**src/rtl/board_io_bridge.sv**
```systemverilog
// board_io_bridge: board-side endpoint of the core's memory-mapped I/O buses.
// Raw pushbuttons and slide switches are synchronised and debounced into
// io_input_bus. The core's io_output_bus is registered onto the six
// seven-segment displays and the ten LEDs.
module board_io_bridge #(
  parameter int DEBOUNCE_CYCLES = 500000,
  parameter bit HEX_ACTIVE_LOW  = 1'b1
) (
  input  logic        clock,
  input  logic        reset,
  input  logic [3:0]  key_n,
  input  logic [9:0]  sw,
  output logic [13:0] io_input_bus,
  input  logic [51:0] io_output_bus,
  output logic [6:0]  hex0,
  output logic [6:0]  hex1,
  output logic [6:0]  hex2,
  output logic [6:0]  hex3,
  output logic [6:0]  hex4,
  output logic [6:0]  hex5,
  output logic [9:0]  ledr
);

  localparam int            CW       = $clog2(DEBOUNCE_CYCLES);
  localparam logic [CW-1:0] CNT_LAST = CW'(DEBOUNCE_CYCLES - 1);
  localparam logic [CW-1:0] CNT_ONE  = CW'(1);
  localparam logic [6:0]    HEX_MASK = HEX_ACTIVE_LOW ? 7'h7F : 7'h00;

  // Buttons are inverted at the pin so that 1 means pressed everywhere downstream.
  logic [13:0] pin_level;
  assign pin_level = {~key_n, sw};

  logic [13:0]   sync_s1;
  logic [13:0]   sync_s2;
  logic [13:0]   stable;
  logic [CW-1:0] count [14];
  logic [51:0]   out_q;

  // Two-flop synchroniser bringing the asynchronous pins into the clock domain.
  always_ff @(posedge clock) begin
    if (!reset) begin
      sync_s1 <= '0;
      sync_s2 <= '0;
    end else begin
      sync_s1 <= pin_level;
      sync_s2 <= sync_s1;
    end
  end

  // Per-channel debounce: accept a new level only after it has differed from
  // the accepted level for DEBOUNCE_CYCLES consecutive cycles. Any return to
  // the accepted level clears the count, so the counter can never wrap.
  always_ff @(posedge clock) begin
    if (!reset) begin
      stable <= '0;
      for (int i = 0; i < 14; i++) begin
        count[i] <= '0;
      end
    end else begin
      for (int i = 0; i < 14; i++) begin
        if (sync_s2[i] == stable[i]) begin
          count[i] <= '0;
        end else if (count[i] == CNT_LAST) begin
          stable[i] <= sync_s2[i];
          count[i]  <= '0;
        end else begin
          count[i] <= count[i] + CNT_ONE;
        end
      end
    end
  end

  // Output register so no pin is ever driven combinationally by the core.
  always_ff @(posedge clock) begin
    if (!reset) begin
      out_q <= '0;
    end else begin
      out_q <= io_output_bus;
    end
  end

  assign io_input_bus = stable;

  assign ledr = out_q[9:0];
  assign hex0 = out_q[16:10] ^ HEX_MASK;
  assign hex1 = out_q[23:17] ^ HEX_MASK;
  assign hex2 = out_q[30:24] ^ HEX_MASK;
  assign hex3 = out_q[37:31] ^ HEX_MASK;
  assign hex4 = out_q[44:38] ^ HEX_MASK;
  assign hex5 = out_q[51:45] ^ HEX_MASK;

endmodule

```
**config.mk**
```make
export PLATFORM = sky130hd
export DESIGN_NAME = board_io_bridge
export DESIGN_NICKNAME = d
export VERILOG_FILES = /design/src/rtl/board_io_bridge.sv
export SDC_FILE = /design/constraint.sdc
export NUM_CORES = 1
export LEC_CHECK = 0
export ABC_AREA = 1
export CAP_MARGIN = 30
export CORE_UTILIZATION = 53
export DETAILED_ROUTE_END_ITERATION = 6
export PLACE_DENSITY = 0.73
export SYNTH_ARGS = -nofsm -noshare
export SYNTH_HDL_FRONTEND = slang
export SYNTH_SLANG_ARGS = --single-unit
```
**constraint.sdc**
```tcl
create_clock -name clock -period 2.4 [get_ports clock]
set_input_delay 0.72 -clock clock [delete_from_list [all_inputs] [get_ports clock]]
set_output_delay 0.72 -clock clock [all_outputs]
set_load 0.03 [all_outputs]
```
=== Word level (Yosys, flattened, before mapping) ===
Memories as Yosys holds them, arrays and structs flattened.
Index checks and enable logic that the tools add are counted.

* Add/subtract/negate cells: 14
* Equal/unequal tests: 28
* Multiplexer cells: 197
* Bitwise logic cells: 63
* Reduce and logical (&&, ||, !) cells: 14

{| class="wikitable"
|+ Operators with widths
! kind !! number
|-
| two-way mux 19 bit || 42
|-
| adder 19 x 1 -> 19 bit (second input constant) || 14
|-
| equality test 19 bit (second input constant) || 14
|-
| two-way mux 1 bit || 155
|-
| inverter 7 bit || 6
|-
| bitwise OR 1 bit || 42
|-
| AND reduction 2 bit || 14
|-
| equality test 1 bit || 14
|-
| inverter 1 bit || 14
|-
| inverter 4 bit || 1
|}

* Register bits after elaboration: 94
* RAM bits: 266
* Bits of input ports: 68
* Output and inout port bits: 66
* Word-level logic and storage cells: 334
* Memories: 1

{| class="wikitable"
|+ Memories
! name !! depth !! bits a word !! rd ports !! clocked after memory_dff !! write ports !! line !! source
|-
| count || 14 || 19 || 14 || 0 || 14 || 36 || <nowiki>logic [CW-1:0] count [14];</nowiki>
|}

=== Depth between registers and ports, before layout ===
Gate-level depths: netlist (run 1).

* Depth in word-level cells: 7
* Gate-level depth with buffers: 10
* Depth with buffers taken out: 10

=== Worst setup path before layout (run 1) ===
OpenSTA, ideal clock, no wires.

* Path kind: input port to flip-flop
* Start point: input port reset
* End point: memory count[0][147] in the netlist's numbering (data pin)
* Library setup time: 0.254 ns
* Data arrival time: 1.494 ns
* Data required time: 2.146 ns
* Path slack: 0.652 ns
* Cell stages on the path: 7
* Buffers on the path: 3
* Path through: buf_4 > buf_4 > o21ai_0 > a21oi_1 > nand2_2 > buf_4 > nor2_1

{| class="wikitable"
|+ RTL lines
! what !! line !! source
|-
| from (decl) || 10 || <nowiki>input logic reset,</nowiki>
|-
| to (decl) || 36 ||
|}

=== Worst setup path after layout (run 1) ===
* Start point: register stable[4] (netlist: io_input_bus[4])
* End point: output port io_input_bus[4]

{| class="wikitable"
|+ RTL lines
! what !! line !! source
|-
| from (decl) || 35 || <nowiki>logic [13:0] stable;</nowiki>
|-
| from (signal, indexed assignment) || 64 || <nowiki>stable[i] <= sync_s2[i];</nowiki>
|-
| to (decl) || 13 || <nowiki>output logic [13:0] io_input_bus,</nowiki>
|}

No word-level cell between the ends.

==> results.cfg, run 1 <==
[status]
outcome = completed

[sta]
min_period_ps = 2330
rsz0062_at_grt = no
fmax_mhz = 430
relSlewSlack_pct = 61.4
setup_viol = 0
report.final.hold_viol_count = 0
clock_skew_ps = 16.2
tightest_slew_ps = 577
drv_slew = 0
finalCritPeriodShare_pct = 96.9
finalSetupTns_ps = 0

[floorplanning]
die_w_um = 196
dieArea_sq_mm = 0.0382
fp.coreArea_sq_mm = 0.0367
rows = 70
pin_count = 134
initial_core_util_pct = 54.1
die_h_um = 196

[worst_hold_path]
hold_class = reg2reg

[logic_synthesis]
ys_seq_elements = 360
postSynthAreaPerCell_sq_um = 7.62
synth_top_family_by_area = simple AND/OR/NAND/NOR gates
yosys.area_share.simple_pct = 32.0
synthesis.area_sq_mm = 0.0199
synth-adder-area-share_pct = 0.882
synth_xor_area_share_pct = 4.85
synth_cell_type_count = 31
ys.flop_type = edfxtp_1
synth_compound_area_share_pct = 3.91
ys_warn_count = 0
synthArstFlopShare_pct = 0
synth_edf_count = 266
synth.area.mux_share_pct = 0
syn_inst = 2607
yosysSeqAreaShare_pct = 49.7

[routing]
dr_total_vias = 16700
via_per_inst = 4.75
wl_per_cell_um = 11.7
wirelength_um = 41000
first_pass_iters = 6
first_iter_violations = 858
drc_errors = 0
ant_nets = 0

[place]
dp_cells = 3444
port_buffers = 133
hpwl_um = 30600
place.gp.congestion = 0.930

[pwr]
peakVddDrop_v = 0.000571
seq_power_share_pct = 49.6
pwr_density_cell_mw_per_mm2 = 606
leakagePower_nw = 10.3
p_int_mw = 11.2
p_clk_share_pct = 44.0
power_frac_comb_pct = 6.4
netSwitchingPower_mw = 3.30
switching_share_pct = 22.8

[worst_setup_path]
crit_fanout = 4
cp_slowest_cell = clkdlybuf4s50_1
cp_data_arrival_time_ps = 1610
crit_chain = clkdlybuf4s50_1
critPathMaxStageDelay_ps = 690
cp-start-kind = flip-flop
crit_path_end_kind = output pin
critical_path_class = reg2out
cp_data_required_time_ps = 1680
cp_top_family = buffers and inverters
path_buf_inv = 1

[clocking]
cts_buffers = 41
clk_latency_ps = 560
ctsHtreeMaxLevel = 2
cts_buffer_depth = 3
cts-root-buf = clkbuf_16
cts_tree = yes
clkTransAtPathRegs_ps = 60
clock_sinks = 360

[run]
cap_violations = 0

[grt]
grt_use_total_pct = 22.0
grt_overflow = 0
grt_pass1_vias = 16000
grt_max_degree = 32
grt_pass1_wl_um = 70600
grt_antenna_before_repair = 0

[layout]
final_cell_mix = nand2_1 (672), nor2_1 (587), inv_1 (383)
nets = 3101
final_common_cell = nand2_1
num_antenna_cells = 0
drive_gt1_share_pct = 3.77
fillers = 3225
multi_input_area_sq_mm = 0.00926
seqCellArea_sq_mm = 0.00987
syn2layout_area_growth_pct = 20.5
stdcell_count = 3519
-- cell families after synthesis --
| logic type | count (synthesis) |
|---|---|
| buf+inv | 421 |
| compound gates | 152 |
| simple gates | 1549 |
| xor+xnor | 110 |
| fa+ha+maj | 14 |
| flops | 360 |
| other cells | 1 |
-- state kept, by name, indices dropped and copies added, names as in the netlist --
signal,flops
out_q,52
sync_s1,14
sync_s2,14
io_input_bus,14
count,266
-- through the flow --
step	area (sq um)	setup WS (ps)	util, %	power (mW)	hold WS, ps
final	23900	74.0	65.2	14.5	413
after global routing	23900	0.933	65.2	15.0	430
after CTS	23900	10.1	65.2	14.7	417
after detailed placement	22500	199	61.4	8.24	403
after global placement	22500	274	61.4	8.21	394
after floorplan	20800	652	-	7.88	390
-- synth_stat cells (2+ instances only) --
cell type / instances / share of area (%)
xor2_1: 69 / 3.0
inv_2: 2 / 0.038
clkbuf_1: 7 / 0.13
nor2_1: 587 / 11
a21oi_1: 99 / 2.5
nor3_1: 17 / 0.43
nand3_1: 168 / 4.2
buf_2: 3 / 0.076
buf_6: 9 / 0.51
and2_1: 2 / 0.063
buf_4: 17 / 0.64
ha_1: 14 / 0.88
dfxtp_1: 94 / 9.5
or2_2: 15 / 0.47
edfxtp_1: 266 / 40
nand4_1: 52 / 1.6
o21ai_0: 47 / 1.2
nor2_4: 7 / 0.40
nand3b_1: 2 / 0.076
or2_0: 8 / 0.25
nand2_1: 672 / 13
o21bai_1: 3 / 0.11
xnor2_1: 41 / 1.8
nand2_2: 17 / 0.54
inv_1: 383 / 7.2
-- routing by layer --
metal	track usage [%]	part of all wire, %	up-vias	routed length [um]
met4	7.35	2.3	0	947
met5	0	0	-	0
met2	37.8	47	301	19300
met1	28.0	46	7557	18800
met3	3.96	4.8	64	1960
li1	-	-	8783	-
-- worst paths after layout --
| kind | from | to | slack, ps | depth (start not counted) |
|---|---|---|---|---|
| min reg2reg | sync_s1[4]$_SDFF_PN0_ | sync_s2[4]$_SDFF_PN0_ | 410 | 2 |
| max reg2reg | count[0][0]$_SDFFCE_PN0P_ | count[0][15]$_SDFFCE_PN0P_ | 370 | 8 |
| max | io_input_bus[4]$_SDFFE_PN0P_ | io_input_bus[4] | 70 | 1 |
| min | sync_s1[4]$_SDFF_PN0_ | sync_s2[4]$_SDFF_PN0_ | 410 | 2 |
-- power by group through the flow --
stage                     sequential (mW)  combinational, mW  clock (mW)
final                                7.20              0.927        6.37
after global routing                 7.24               1.05        6.76
after CTS                            7.19              0.921        6.55
after detailed placement             7.32              0.913           0
after global placement               7.31              0.898           0
after floorplan                      7.24              0.632           0
-- cell type report --
type	count	area share [%]
Sequential cell	360	41.2
Multi-Input combinational cell	2091	38.7
Inverter	385	6.04
Timing Repair Buffer	140	5.74
Clock buffer	56	5.10
Tap cell	468	2.45
Clock inverter	19	0.716
-- repair_timing --
item / in CTS / in global routing
gates resized for setup: 11 / 2
hold buffers: 0 / 0
cloned: 0 / 0
buffers inserted: 0 / 0
hold endpoints to repair: 0 / 0
endpoints found under the setup margin: 11 / 2
pin swaps: 0 / 0
No activity file was read; power rests on OpenSTA's default activity.
==> run 2: changes to the inputs <==
Settings changed: CORE_UTILIZATION 53 to 45, PLACE_DENSITY 0.73 to unset.
==> results.cfg, run 2 (synthesis results as in run 1) <==
[worst_setup_path]
critPathMaxStageDelay_ps = 700
r2r_cells = 8
cp_top_family = buffers and inverters
critical_path_class = reg2out
path_buf_inv = 1
crit_path_end_kind = output pin
crit_chain = clkdlybuf4s50_1
cp-start-kind = flip-flop
cp.depth = 1
cp_data_required_time_ps = 1680
rrSetupSlack_ps = 370
cp_slowest_cell = clkdlybuf4s50_1
r2r-end = count[1][53]$_SDFFCE_PN0P_
critical_path.endpoint = io_input_bus[3]
rr_startpoint = count[1][38]$_SDFFCE_PN0P_
critical_path.startpoint = io_input_bus[3]$_SDFFE_PN0P_
crit_fanout = 4
cp_data_arrival_time_ps = 1630

[pwr]
pwr_density_cell_mw_per_mm2 = 605
leakagePower_nw = 10.3
peakVddDrop_v = 0.000535

[sta]
finalCritPeriodShare_pct = 97.8
relSlewSlack_pct = 66.3
clock_skew_ps = 8.81
drv_slew = 0
report.final.hold_viol_count = 0
hold_slack_ps = 407
min_period_ps = 2350
setup_viol = 0
finalSetupTns_ps = 0
tightest_slew_ps = 505
rsz0062_at_grt = no
fmax_mhz = 426

[grt]
grt_overflow = 0
grt_pass1_wl_um = 68500
grt_pass1_vias = 15500
grt_antenna_before_repair = 1
grt_use_total_pct = 18.3
grt_max_degree = 31

[floorplanning]
initial_core_util_pct = 45.9
rows = 76
pin_count = 134
dieArea_sq_mm = 0.0450
fp.coreArea_sq_mm = 0.0433
die_w_um = 212
die_h_um = 212

[layout]
final_cell_mix = nand2_1 (672), nor2_1 (587), inv_1 (383)
num_antenna_cells = 0
drive_gt1_share_pct = 3.86
nets = 3105
fillers = 4193
reg_top3 = count (266), out_q (52)
largest_reg_flops = 266
syn2layout_area_growth_pct = 21.4
regMostFlops = count
final_common_cell = nand2_1

[clocking]
cts_buffers = 43
cts-root-buf = clkbuf_16
ctsHtreeMaxLevel = 2
cts_tree = yes
clock_sinks = 360
cts_buffer_depth = 3
clkTransAtPathRegs_ps = 50
clk_latency_ps = 560
postCtsSetupBuffers = 0

[routing]
first_pass_iters = 5
wl_per_cell_um = 11.1
via_per_inst = 4.56
first_iter_violations = 914
drc_errors = 0
wirelength_um = 40500
dr_total_vias = 16600
ant_nets = 0

[status]
outcome = completed

[place]
place.gp.congestion = 0.902
hpwl_um = 30200
port_buffers = 133

[worst_hold_path]
hold_class = reg2reg
holdPathStages = 2

[run]
cap_violations = 0
run 2: cell types whose count changed in the layout (fill, tap and decap cells not counted), sizes merged:
cell	change
dlygate4sd2	-1
clkbuf	+9
inv	-1
clkdlybuf4s50	+1
clkinv	-4
buf	+2
run 2: layout make-up:
| cell class | instances | area [sq um] | area share (%) |
|---|---|---|---|
| Clock buffer | 65 | 1260 | 5.23 |
| Clock inverter | 14 | 146 | 0.607 |
| Timing Repair Buffer | 142 | 1390 | 5.76 |
| Tap cell | 585 | 732 | 3.04 |
| Inverter | 385 | 1450 | 5.99 |
| Multi-Input combinational cell | 2091 | 9260 | 38.4 |
| Sequential cell | 360 | 9870 | 40.9 |
run 2: worst min-delay path by stage:
stage                                        end  slack (ps)                    from
after floorplan            sync_s2[0]$_SDFF_PN0_         390   sync_s1[0]$_SDFF_PN0_
after global placement     sync_s2[2]$_SDFF_PN0_         400   sync_s1[2]$_SDFF_PN0_
after detailed placement   sync_s2[6]$_SDFF_PN0_         400   sync_s1[6]$_SDFF_PN0_
after CTS                  sync_s2[6]$_SDFF_PN0_         410   sync_s1[6]$_SDFF_PN0_
after global routing      sync_s2[13]$_SDFF_PN0_         430  sync_s1[13]$_SDFF_PN0_
final                      sync_s2[5]$_SDFF_PN0_         410   sync_s1[5]$_SDFF_PN0_
run 2: per-layer routing:
metal | part of all wire, % | track usage [%] | wire length, um
met5 | 0.032 | 0 | 13
met1 | 49 | 24.5 | 19700
met3 | 5.2 | 3.63 | 2110
met2 | 44 | 29.5 | 17700
met4 | 2.4 | 6.47 | 967
run 2: power by group:
part | total, mW | internal (mW) | switching (mW)
Combinational | 0.916 | 0.368 | 0.548
Clock | 6.47 | 3.94 | 2.53
Sequential | 7.20 | 6.95 | 0.252
Total | 14.6 | 11.3 | 3.33
run 2: through the flow:
stage / worst slack [ps] / power [mW] / util, % / instance area (sq um) / instances
global route: 8.31 / 15.2 / 55.7 / 24100 / 3642
global placement: 247 / 8.21 / 52.5 / 22700 / 3563
detailed placement: 162 / 8.23 / 52.5 / 22700 / 3563
finish: 53.5 / 14.6 / 55.7 / 24100 / 3642
CTS: 0.424 / 14.8 / 55.7 / 24100 / 3642
floorplan: 652 / 7.88 / - / 20800 / 2872
run 2: repair_timing:
action,CTS,global route
endpoints found under the setup margin,10,2
gates cloned,0,0
gates resized for setup,10,2
hold buffers,0,0
